$ cat config.mk
export PLATFORM = sky130hd
export DESIGN_NAME = freq_meter
export DESIGN_NICKNAME = d
export VERILOG_FILES = /design/src/rtl/freq_meter_pkg.sv /design/src/rtl/sync_edge_det.sv /design/src/rtl/freq_meter.sv
export SDC_FILE = /design/constraint.sdc
export NUM_CORES = 1
export LEC_CHECK = 0
export ABC_AREA = 1
export CAP_MARGIN = 30
export CORE_AREA = 10 10 96 98
export DETAILED_ROUTE_END_ITERATION = 8
export DIE_AREA = 0 0 106 108
export PLACE_DENSITY = 0.64
export SYNTH_ARGS = -nofsm -noshare
export SYNTH_HDL_FRONTEND = slang
export SYNTH_SLANG_ARGS = --single-unit
$ cat constraint.sdc
create_clock -name clock -period 1.95 [get_ports clock]
set_input_delay 0.39 -clock clock [delete_from_list [all_inputs] [get_ports clock]]
set_output_delay 0.39 -clock clock [all_outputs]
set_load 0.01 [all_outputs]
$ cat src/rtl/freq_meter_pkg.sv
// rtl/freq_meter_pkg.sv - shared types and constants for the frequency meter
//
// Contents:
//   state_e        measurement FSM state (IDLE, MEASURE)
//   CNT_W_DEFAULT  default counter/output width
//   CNT_MAX        saturation value of a default-width counter (2^CNT_W-1)

package freq_meter_pkg;

    typedef enum logic {
        IDLE    = 1'b0,
        MEASURE = 1'b1
    } state_e;

    localparam int CNT_W_DEFAULT = 16;

    localparam logic [CNT_W_DEFAULT-1:0] CNT_MAX = {CNT_W_DEFAULT{1'b1}};

endpackage

$ cat src/rtl/sync_edge_det.sv
// rtl/sync_edge_det.sv - input synchroniser with rising-edge detector
//
// Ports:
//   clock  in   system clock, posedge
//   rst_n  in   synchronous active-low reset
//   d      in   asynchronous input
//   s      out  synchronised level
//   rise   out  high for one cycle when s goes 0 -> 1

module sync_edge_det #(
    parameter int SYNC_STAGES = 2
) (
    input  logic clock,
    input  logic rst_n,
    input  logic d,
    output logic s,
    output logic rise
);

    logic [SYNC_STAGES-1:0] sync_q;
    logic                   s_prev_q;

    always_ff @(posedge clock) begin
        if (!rst_n) begin
            sync_q   <= '0;
            s_prev_q <= 1'b0;
        end else begin
            sync_q   <= {sync_q[SYNC_STAGES-2:0], d};
            s_prev_q <= sync_q[SYNC_STAGES-1];
        end
    end

    assign s    = sync_q[SYNC_STAGES-1];
    assign rise = s & ~s_prev_q;

endmodule

$ cat src/rtl/freq_meter.sv
// rtl/freq_meter.sv - period and high-time meter for a slow periodic signal
//
// Ports:
//   clock       in   system clock, posedge
//   rst_n       in   synchronous active-low reset
//   sig_in      in   asynchronous signal under measurement
//   period      out  last measured period, clock cycles
//   high_cnt    out  high cycles within the last measured period
//   meas_valid  out  one-cycle pulse when period/high_cnt update
//   no_sig      out  set when no rising edge is seen for 2^CNT_W-1 cycles

module freq_meter
    import freq_meter_pkg::*;
#(
    parameter int CNT_W       = CNT_W_DEFAULT,
    parameter int SYNC_STAGES = 2
) (
    input  logic             clock,
    input  logic             rst_n,
    input  logic             sig_in,
    output logic [CNT_W-1:0] period,
    output logic [CNT_W-1:0] high_cnt,
    output logic             meas_valid,
    output logic             no_sig
);

    localparam logic [CNT_W-1:0] CNT_LIMIT = {CNT_W{1'b1}};
    localparam logic [CNT_W-1:0] CNT_ONE   = {{(CNT_W-1){1'b0}}, 1'b1};

    logic s;
    logic rise;

    state_e           state_q;
    logic [CNT_W-1:0] cyc_q;
    logic [CNT_W-1:0] hcnt_q;
    logic [CNT_W-1:0] period_q;
    logic [CNT_W-1:0] high_cnt_q;
    logic             meas_valid_q;
    logic             no_sig_q;

    logic [CNT_W-1:0] cyc_d;
    logic [CNT_W-1:0] hcnt_d;

    sync_edge_det #(
        .SYNC_STAGES(SYNC_STAGES)
    ) u_sync (
        .clock(clock),
        .rst_n(rst_n),
        .d    (sig_in),
        .s    (s),
        .rise (rise)
    );

    // Increments are only committed when cyc_q is below CNT_LIMIT, and
    // hcnt_q never exceeds cyc_q, so neither counter can wrap.
    assign cyc_d  = cyc_q + CNT_ONE;
    assign hcnt_d = hcnt_q + {{(CNT_W-1){1'b0}}, s};

    always_ff @(posedge clock) begin
        if (!rst_n) begin
            state_q      <= IDLE;
            cyc_q        <= '0;
            hcnt_q       <= '0;
            period_q     <= '0;
            high_cnt_q   <= '0;
            meas_valid_q <= 1'b0;
            no_sig_q     <= 1'b0;
        end else begin
            meas_valid_q <= 1'b0;
            case (state_q)
                IDLE: begin
                    // First edge only opens a measurement window; results
                    // and no_sig stay as they are until a full period is seen.
                    if (rise) begin
                        cyc_q   <= CNT_ONE;
                        hcnt_q  <= CNT_ONE;
                        state_q <= MEASURE;
                    end
                end
                MEASURE: begin
                    if (rise) begin
                        period_q     <= cyc_q;
                        high_cnt_q   <= hcnt_q;
                        meas_valid_q <= 1'b1;
                        no_sig_q     <= 1'b0;
                        cyc_q        <= CNT_ONE;
                        hcnt_q       <= CNT_ONE;
                    end else if (cyc_q == CNT_LIMIT) begin
                        no_sig_q <= 1'b1;
                        state_q  <= IDLE;
                    end else begin
                        cyc_q  <= cyc_d;
                        hcnt_q <= hcnt_d;
                    end
                end
                default: state_q <= IDLE;
            endcase
        end
    end

    assign period     = period_q;
    assign high_cnt   = high_cnt_q;
    assign meas_valid = meas_valid_q;
    assign no_sig     = no_sig_q;

endmodule

Word-level counts from Yosys, hierarchy flattened
Index checks and enable logic that the tools add are counted.
Word-level totals
  bits in registers: 70
  latch bits: 0
  RAM bits: 0
  ROM bits: 0
  input port bits: 3
  output and inout bits: 34
  word-level logic and storage cells: 35
  memories kept: 0
Cells by class
  add/subtract/negate cells: 2
  multipliers: 0
  div/mod/pow operators: 0
  magnitude comparators: 0
  equality and inequality tests: 3
  shift-type cells: 0
  multiplexer cells: 13
  bitwise operators: 3
  reductions and logical operators: 5
Operator list (count)
  $mux 16: 5
  $pmux 16 s2: 2
  $add 16x1->16: 1
  $add 16x1->16 const B: 1
  $eq 16x16->1 const B: 1
  $reduce_and 2->1: 4
  $mux 1: 5
  $ne 3x3->1 const B: 1
  $ne 2x2->1 const B: 1
  $not 1->1: 2
  $pmux 1 s2: 1
  $reduce_bool 2->1: 1
  $and 1x1->1: 1

Logic depth before layout (Yosys ltp)
Gate-level depths: netlist (run 1).
  depth in word-level cells: 4
  gate-level depth with buffers: 11

Cells and area by module
A second synthesis (run 1) with hierarchy kept.
Second synthesis, totals
  cell total of the unflattened synthesis: 438
  area total of the unflattened synthesis: 3185.6 um^2
By module, submodules not included
  freq_meter: times used 1, cells each 427, area each 3093.0 um^2
  sync_edge_det: times used 1, cells each 11, area each 92.6 um^2

Worst setup path before layout (run 1)
No wires, ideal clock.
  path type: register to register
  start: reg cyc_q[1]
  end: reg cyc_q[14]
  library setup time: 0.115 ns
  arrival: 1.421 ns
  slack: 0.413 ns
  stages on the path, launching flop included: 12
  buffers on the path: 1
  path through: dfxtp_1 -> ha_1 -> nand2_2 -> nor2_4 -> nand2_4 -> nor2_8 -> nor2_8 -> buf_12 -> nand2_1 -> nand2_1 -> nand2_1 -> nor2_2
On the way
  longest elaborated chain between the ends: 4
  elaborated cells on any way between the ends: 7
Ends and longest elaborated chain
  start, declared: line freq_meter.sv:34  | logic [CNT_W-1:0] cyc_q;
  start signal, assigned: line freq_meter.sv:92  | cyc_q <= cyc_d;
  $add 16x1->16: line freq_meter.sv:56  | assign cyc_d = cyc_q + CNT_ONE;
  $mux 16: line freq_meter.sv:88  | end else if (cyc_q == CNT_LIMIT) begin
  $mux 16: line freq_meter.sv:81  | if (rise) begin
  $pmux 16 s2: line freq_meter.sv:70  | case (state_q)
Several ways; a longest one is shown, not always the timed one. The select of a mux whose other input is x is not followed.
A chain may end at the register's enable or synchronous reset.

Worst setup path in the final report (run 1)
  start: reg cyc_q[1]
  end: reg cyc_q[1]
The elaborated chain is that of the path after synthesis.

==> results of run 1 <==
-- per-stage QoR --
step	utilization	area [µm²]	setup slack, ns
2_1_floorplan	-	3270	0.413
3_3_place_gp	0.500	3720	0.209
3_5_place_dp	0.500	3720	0.115
4_1_cts	0.527	3920	0.0342
5_1_grt	0.529	3940	0.00148
6_report	0.529	3940	0.129
-- sequential cells by signal (all words and copies together), names as in the netlist --
register         cells
u_sync.sync_q        2
u_sync.s_prev_q      1
meas_valid           1
hcnt_q              16
cyc_q               16
high_cnt            16
no_sig               1
period              16
state_q              1
-- critical path: cells and delay by family, from the launching register on --
family          cells  cell delay [ns]
simple gates        7             0.95
flops               1             0.41
fa+ha+maj           1             0.21
compound gates      1             0.16
-- power groups by stage --
stage	combinational (mW)	sequential (mW)	clock [mW]
final	0.116	1.44	1.19
after floorplan	0.0884	1.48	0
after global routing	0.128	1.44	1.29
after detailed placement	0.114	1.48	0
after global placement	0.111	1.48	0
after CTS	0.114	1.44	1.22
-- cells in the mapped netlist (4+ instances only) --
cell type,count
sky130_fd_sc_hd__nand2_1,107
sky130_fd_sc_hd__dfxtp_1,70
sky130_fd_sc_hd__inv_1,55
sky130_fd_sc_hd__nand3_1,52
sky130_fd_sc_hd__nor2_1,46
sky130_fd_sc_hd__o21ai_0,28
sky130_fd_sc_hd__a21oi_1,14
sky130_fd_sc_hd__nand4_1,12
sky130_fd_sc_hd__nand2_2,8
sky130_fd_sc_hd__nor2_2,8
sky130_fd_sc_hd__clkbuf_1,6
sky130_fd_sc_hd__o21ai_1,5
sky130_fd_sc_hd__nand3_2,4
sky130_fd_sc_hd__nor3_1,4
-- how the worst max path moves through the flow --
stage / from / endpoint / cells past startpoint
2_1_floorplan: cyc_q[1]$_SDFFE_PN0P_ / cyc_q[14]$_SDFFE_PN0P_ / 11
3_3_place_gp: cyc_q[0]$_SDFFE_PN0P_ / hcnt_q[10]$_SDFFE_PN0P_ / 9
3_5_place_dp: cyc_q[1]$_SDFFE_PN0P_ / cyc_q[9]$_SDFFE_PN0P_ / 9
4_1_cts: cyc_q[1]$_SDFFE_PN0P_ / hcnt_q[1]$_SDFFE_PN0P_ / 9
5_1_grt: cyc_q[1]$_SDFFE_PN0P_ / cyc_q[1]$_SDFFE_PN0P_ / 9
6_report: cyc_q[1]$_SDFFE_PN0P_ / cyc_q[1]$_SDFFE_PN0P_ / 9
-- repair_timing --
action                                  CTS  global route
hold endpoints to repair                  0             0
hold buffers                              0             0
gates resized for setup                   0             1
endpoints found under the setup margin    0             4
-- layout make-up --
class,count,area share
inverters,59,0.0562
flip-flops and latches,70,0.356
repair buffers,44,0.107
clock buffers,13,0.0404
well taps,102,0.0324
multi-input cells,311,0.398
clock inverters,3,0.0108
-- layer usage --
layer / GRT usage / wire length [µm] / vias up
met5: 0 / 0 / -
met4: 0.0638 / 144 / 0
met3: 0.0321 / 412 / 14
met2: 0.204 / 3320 / 62
met1: 0.176 / 3750 / 1313
li1: - / - / 1531
-- logic make-up (layout without fill, tap and decap cells) --
group / after synthesis / after routing / share of synthesized area
and+or+nand+nor: 253 / 254 / 0.373
DFF: 70 / 70 / 0.429
adders and majority gates: 3 / 3 / 0.0115
AOI/OAI and AO/OA: 51 / 51 / 0.0823
xor gates and xnor gates: 3 / 3 / 0.00804
buffers and inverters: 74 / 119 / 0.0968
==> flow_summary.toml, run 1 <==
[clocking]
post-cts-setup-buffer-count = 0
tritoncts = "yes"
clock_insertion_delay_worst_skew_ns = 0.34
clkSinkCount = 70
htree_num_levels = 3
cts_clock_pin_slew_for_the_worst_setup_and_hold_paths_ns = 0.07
ctsRootBufferMaster = "sky130_fd_sc_hd__clkbuf_8"
clock_tree.buffer_depth = 2
tritoncts.num_buffers = 9

[logic_synthesis]
synth_sequential_area_ratio = 0.429
syn-cell-area_um2 = 3270
synthesis.nets = 460
netlist.area_leader.share = 0.429
syn_area_per_cell_um2 = 7.20
yosys-top-cells-area = "sky130_fd_sc_hd__dfxtp_1 43%, sky130_fd_sc_hd__nand2_1 12%, sky130_fd_sc_hd__nand3_1 8.0%"
yosys_cell_types = 31
synth_enable_flop_cells = 0
post-synth-top-area-cell = "sky130_fd_sc_hd__dfxtp_1"
post_syn_instances = 454
synthFlopType = "sky130_fd_sc_hd__dfxtp_1"
yosys_warnings = 0
synth_async_sr_flop_share = 0
ys_seq_elements = 70

[timing]
slew_viol_final = 0
final-setup-viol-count = 0
max_freq_mhz = 549
setup_tns_ns = 0
final-hold-violation-count = 0
worst_pin_slew_ns = 0.577
minimum_hold_slack_ns = 0.420
timing.final.crit_share = 0.934
clock_skew_ns = 0.00686
max-slew-margin-rel = 0.614
fin_crit_ns = 1.82
grt_setup_unrepaired = "no"

[floorplan]
design.portCount = 37
fp.dieW_um = 106
std_cell_rows = 32
chipHeight_um = 108
core-area_um2 = 7450
start_util = 0.439
die_area_um2 = 11400

[detailed_routing]
route.detailed.vias_per_inst = 4.85
route.detailed.drc = 0
detailedRoute.firstPassIterationCount = 4
drt.antenna.violating_nets = 0
wirelength_um = 7620
initialDrtViolationCount = 129
average_routed_wire_per_standard_cell_um = 12.7
num_vias = 2920

[setup_path]
reg2reg_from = "cyc_q[1]$_SDFFE_PN0P_"
crit_path_end_kind = "flip-flop"
timing.rr.end = "cyc_q[1]$_SDFFE_PN0P_"
r2r_setup_slack_ns = 0.13
cp.arrival_ns = 2.09
required_ns = 2.22
worst-r2r-cell-count = 9
setup.worst_path.class = "flip-flop to flip-flop"
crit_path_max_incr_delay_ns = 0.41
cp_cell_sequence = "ha_1, nand2_2, nor2_4, nand2_4, nor2_8, nor2_4, nor2_8, nand2_1, a21oi_1"
cp_max_fo = 14
kind_of_start_point_of_the_critical_path = "flip-flop"
critPathSlowestCell = "sky130_fd_sc_hd__dfxtp_1"

[final_layout]
non_filler_instance_count_after_layout = 602
antenna-diode-count = 0
post_route_cells_drive_above_1_share = 0.116
multi_input_comb_area_um2 = 1570
final_cell_mix = "107 x sky130_fd_sc_hd__nand2_1, 70 x sky130_fd_sc_hd__dfxtp_1, 55 x sky130_fd_sc_hd__inv_1"
fillers = 763
num-nets-final = 501
area_growth_pct = 20.4
area.sequential_um2 = 1400
mostFrequentLayoutCell = "sky130_fd_sc_hd__nand2_1"

[power]
power_density_nw_per_um2 = 699
switching_power_total_uw = 626
cellInternalPower_mw = 2.13
p_comb_frac = 0.042
seq_power_share = 0.524
leakage_nw = 1.56
total_power_mw = 2.75
p_sw_frac = 0.227
worst_ir_drop_vdd_uv = 318
clockPowerShare = 0.434

[place]
port_buffers = 36
post-dp-hpwl_um = 5330
dp_cells = 585
gp_routability_congestion = 0.883

[min_path]
worst_hold_path_type = "flip-flop to flip-flop"
min_path_cells = 2
holdCritStartpoint = "u_sync.sync_q[0]$_SDFF_PN0_"
timing.hold.worst_endpoint = "u_sync.sync_q[1]$_SDFF_PN0_"

[global_routing]
grt_pass1_vias = 2664
global_route.usage.total = 0.134
globalRouteOverflowTotal = 0
antenna_found_initial = 0
grt_start_max_net_pins = 39
grt_first_pass_wirelength_um = 12700

[run_status]
result_of_the_run = "finished clean"

[run]
maxCapViolCount = 0
(Power assumes the default switching activity.)
==> run 2, diff against run 1 <==
RECOVER_POWER = 100   (was default)
==> flow_summary.toml, run 2 (same netlist as run 1, synthesis figures left out) <==
[min_path]
worst_hold_path_type = "flip-flop to flip-flop"
holdCritStartpoint = "u_sync.sync_q[0]$_SDFF_PN0_"

[timing]
grt_setup_unrepaired = "no"
slew_viol_final = 0
timing.final.crit_share = 0.936
final-setup-viol-count = 0
clock_skew_ns = 0.00741
fin_crit_ns = 1.83
max-slew-margin-rel = 0.445
worst_pin_slew_ns = 0.832
minimum_hold_slack_ns = 0.420
max_freq_mhz = 548
final_critical_path_setup_slack_ns = 0.125
setup_tns_ns = 0
final-hold-violation-count = 0

[clocking]
ctsRootBufferMaster = "sky130_fd_sc_hd__clkbuf_8"
clock_insertion_delay_worst_skew_ns = 0.35
clkSinkCount = 70
clock_tree.buffer_depth = 2
postCtsHoldBufs = 0
htree_num_levels = 3
tritoncts.num_buffers = 9
post-cts-setup-buffer-count = 0
cts_clock_pin_slew_for_the_worst_setup_and_hold_paths_ns = 0.07
cts-resized-gates = 0
tritoncts = "yes"

[final_layout]
final_cell_mix = "107 x sky130_fd_sc_hd__nand2_1, 70 x sky130_fd_sc_hd__dfxtp_1, 55 x sky130_fd_sc_hd__inv_1"
antenna-diode-count = 0
non_filler_instance_count_after_layout = 602
fillers = 768
post_route_cells_drive_above_1_share = 0.112
area_growth_pct = 20.0
final_area_um2 = 3920
mostFrequentLayoutCell = "sky130_fd_sc_hd__nand2_1"
num-nets-final = 501
final_util = 0.527

[floorplan]
fp.dieW_um = 106
start_util = 0.439
core-area_um2 = 7450
std_cell_rows = 32
chipHeight_um = 108
design.portCount = 37
die_area_um2 = 11400

[place]
pre_cts_slack_ns = 0.115
dp_cells = 585
port_buffers = 36
gp_routability_congestion = 0.883
post-dp-hpwl_um = 5330
detailed_place.area_um2 = 3720

[power]
leakage_nw = 1.68
p_sw_frac = 0.229
power_density_nw_per_um2 = 703
total_power_mw = 2.76
switching_power_total_uw = 632
clockPowerShare = 0.435
seq_power_share = 0.523
worst_ir_drop_vdd_uv = 320
cellInternalPower_mw = 2.13
p_comb_frac = 0.042

[detailed_routing]
initialDrtViolationCount = 126
detailedRoute.firstPassIterationCount = 4
num_vias = 2943
drt.antenna.violating_nets = 0
route.detailed.vias_per_inst = 4.89
wirelength_um = 7680
route.detailed.drc = 0
average_routed_wire_per_standard_cell_um = 12.8

[global_routing]
globalRouteOverflowTotal = 0
grt_start_max_net_pins = 39
grt_first_pass_wirelength_um = 12700
global_route.usage.total = 0.134
grt_pass1_vias = 2664
antenna_found_initial = 0

[setup_path]
cp.arrival_ns = 2.09
kind_of_start_point_of_the_critical_path = "flip-flop"
required_ns = 2.22
cp_max_fo = 14
crit_path_end_kind = "flip-flop"
setup.worst_path.class = "flip-flop to flip-flop"
reg2reg_from = "cyc_q[1]$_SDFFE_PN0P_"
crit_start = "cyc_q[1]$_SDFFE_PN0P_"

[run_status]
result_of_the_run = "finished clean"

[run]
maxCapViolCount = 0
run 2: routing by layer:
metal | global-route usage | part of all wire | vias to the layer above | routed length [µm]
li1 | - | - | 1530 | -
met4 | 0.0638 | 0.022 | 0 | 167
met5 | 0 | 0 | - | 0
met3 | 0.0321 | 0.047 | 16 | 360
met2 | 0.204 | 0.43 | 53 | 3290
met1 | 0.176 | 0.50 | 1344 | 3860
run 2: area by class of cell:
type | count | area, µm² | share of cell area
Multi-Input combinational cell | 311 | 1550 | 0.396
Tap cell | 102 | 128 | 0.0325
Sequential cell | 70 | 1400 | 0.357
Clock buffer | 13 | 159 | 0.0405
Clock inverter | 3 | 42.5 | 0.0108
Timing Repair Buffer | 44 | 418 | 0.107
Inverter | 59 | 221 | 0.0564
run 2: worst paths after layout:
check                                              endpoint  slack [ns]  cells past startpoint
worst min register to register  u_sync.sync_q[1]$_SDFF_PN0_        0.42                      2
worst max-delay path                  cyc_q[1]$_SDFFE_PN0P_        0.12                      9
worst min-delay path            u_sync.sync_q[1]$_SDFF_PN0_        0.42                      2
worst max register to register        cyc_q[1]$_SDFFE_PN0P_        0.12                      9
run 2: power groups by stage:
stage / clock network [mW] / logic [mW] / registers [mW]
3_3_place_gp: 0 / 0.111 / 1.48
4_1_cts: 1.22 / 0.114 / 1.44
2_1_floorplan: 0 / 0.0884 / 1.48
5_1_grt: 1.29 / 0.126 / 1.44
6_report: 1.20 / 0.115 / 1.44
3_5_place_dp: 0 / 0.114 / 1.48
run 2: worst max-delay path: stages, from the launching register on:
cell	delay (ns)
sky130_fd_sc_hd__dfxtp_1	0.41
sky130_fd_sc_hd__ha_1	0.21
sky130_fd_sc_hd__nand2_2	0.09
sky130_fd_sc_hd__nor2_4	0.18
sky130_fd_sc_hd__nand2_4	0.10
sky130_fd_sc_hd__nor2_8	0.18
sky130_fd_sc_hd__nor2_4	0.15
sky130_fd_sc_hd__nor2_8	0.17
sky130_fd_sc_hd__nand2_1	0.08
sky130_fd_sc_hd__a21oi_1	0.16
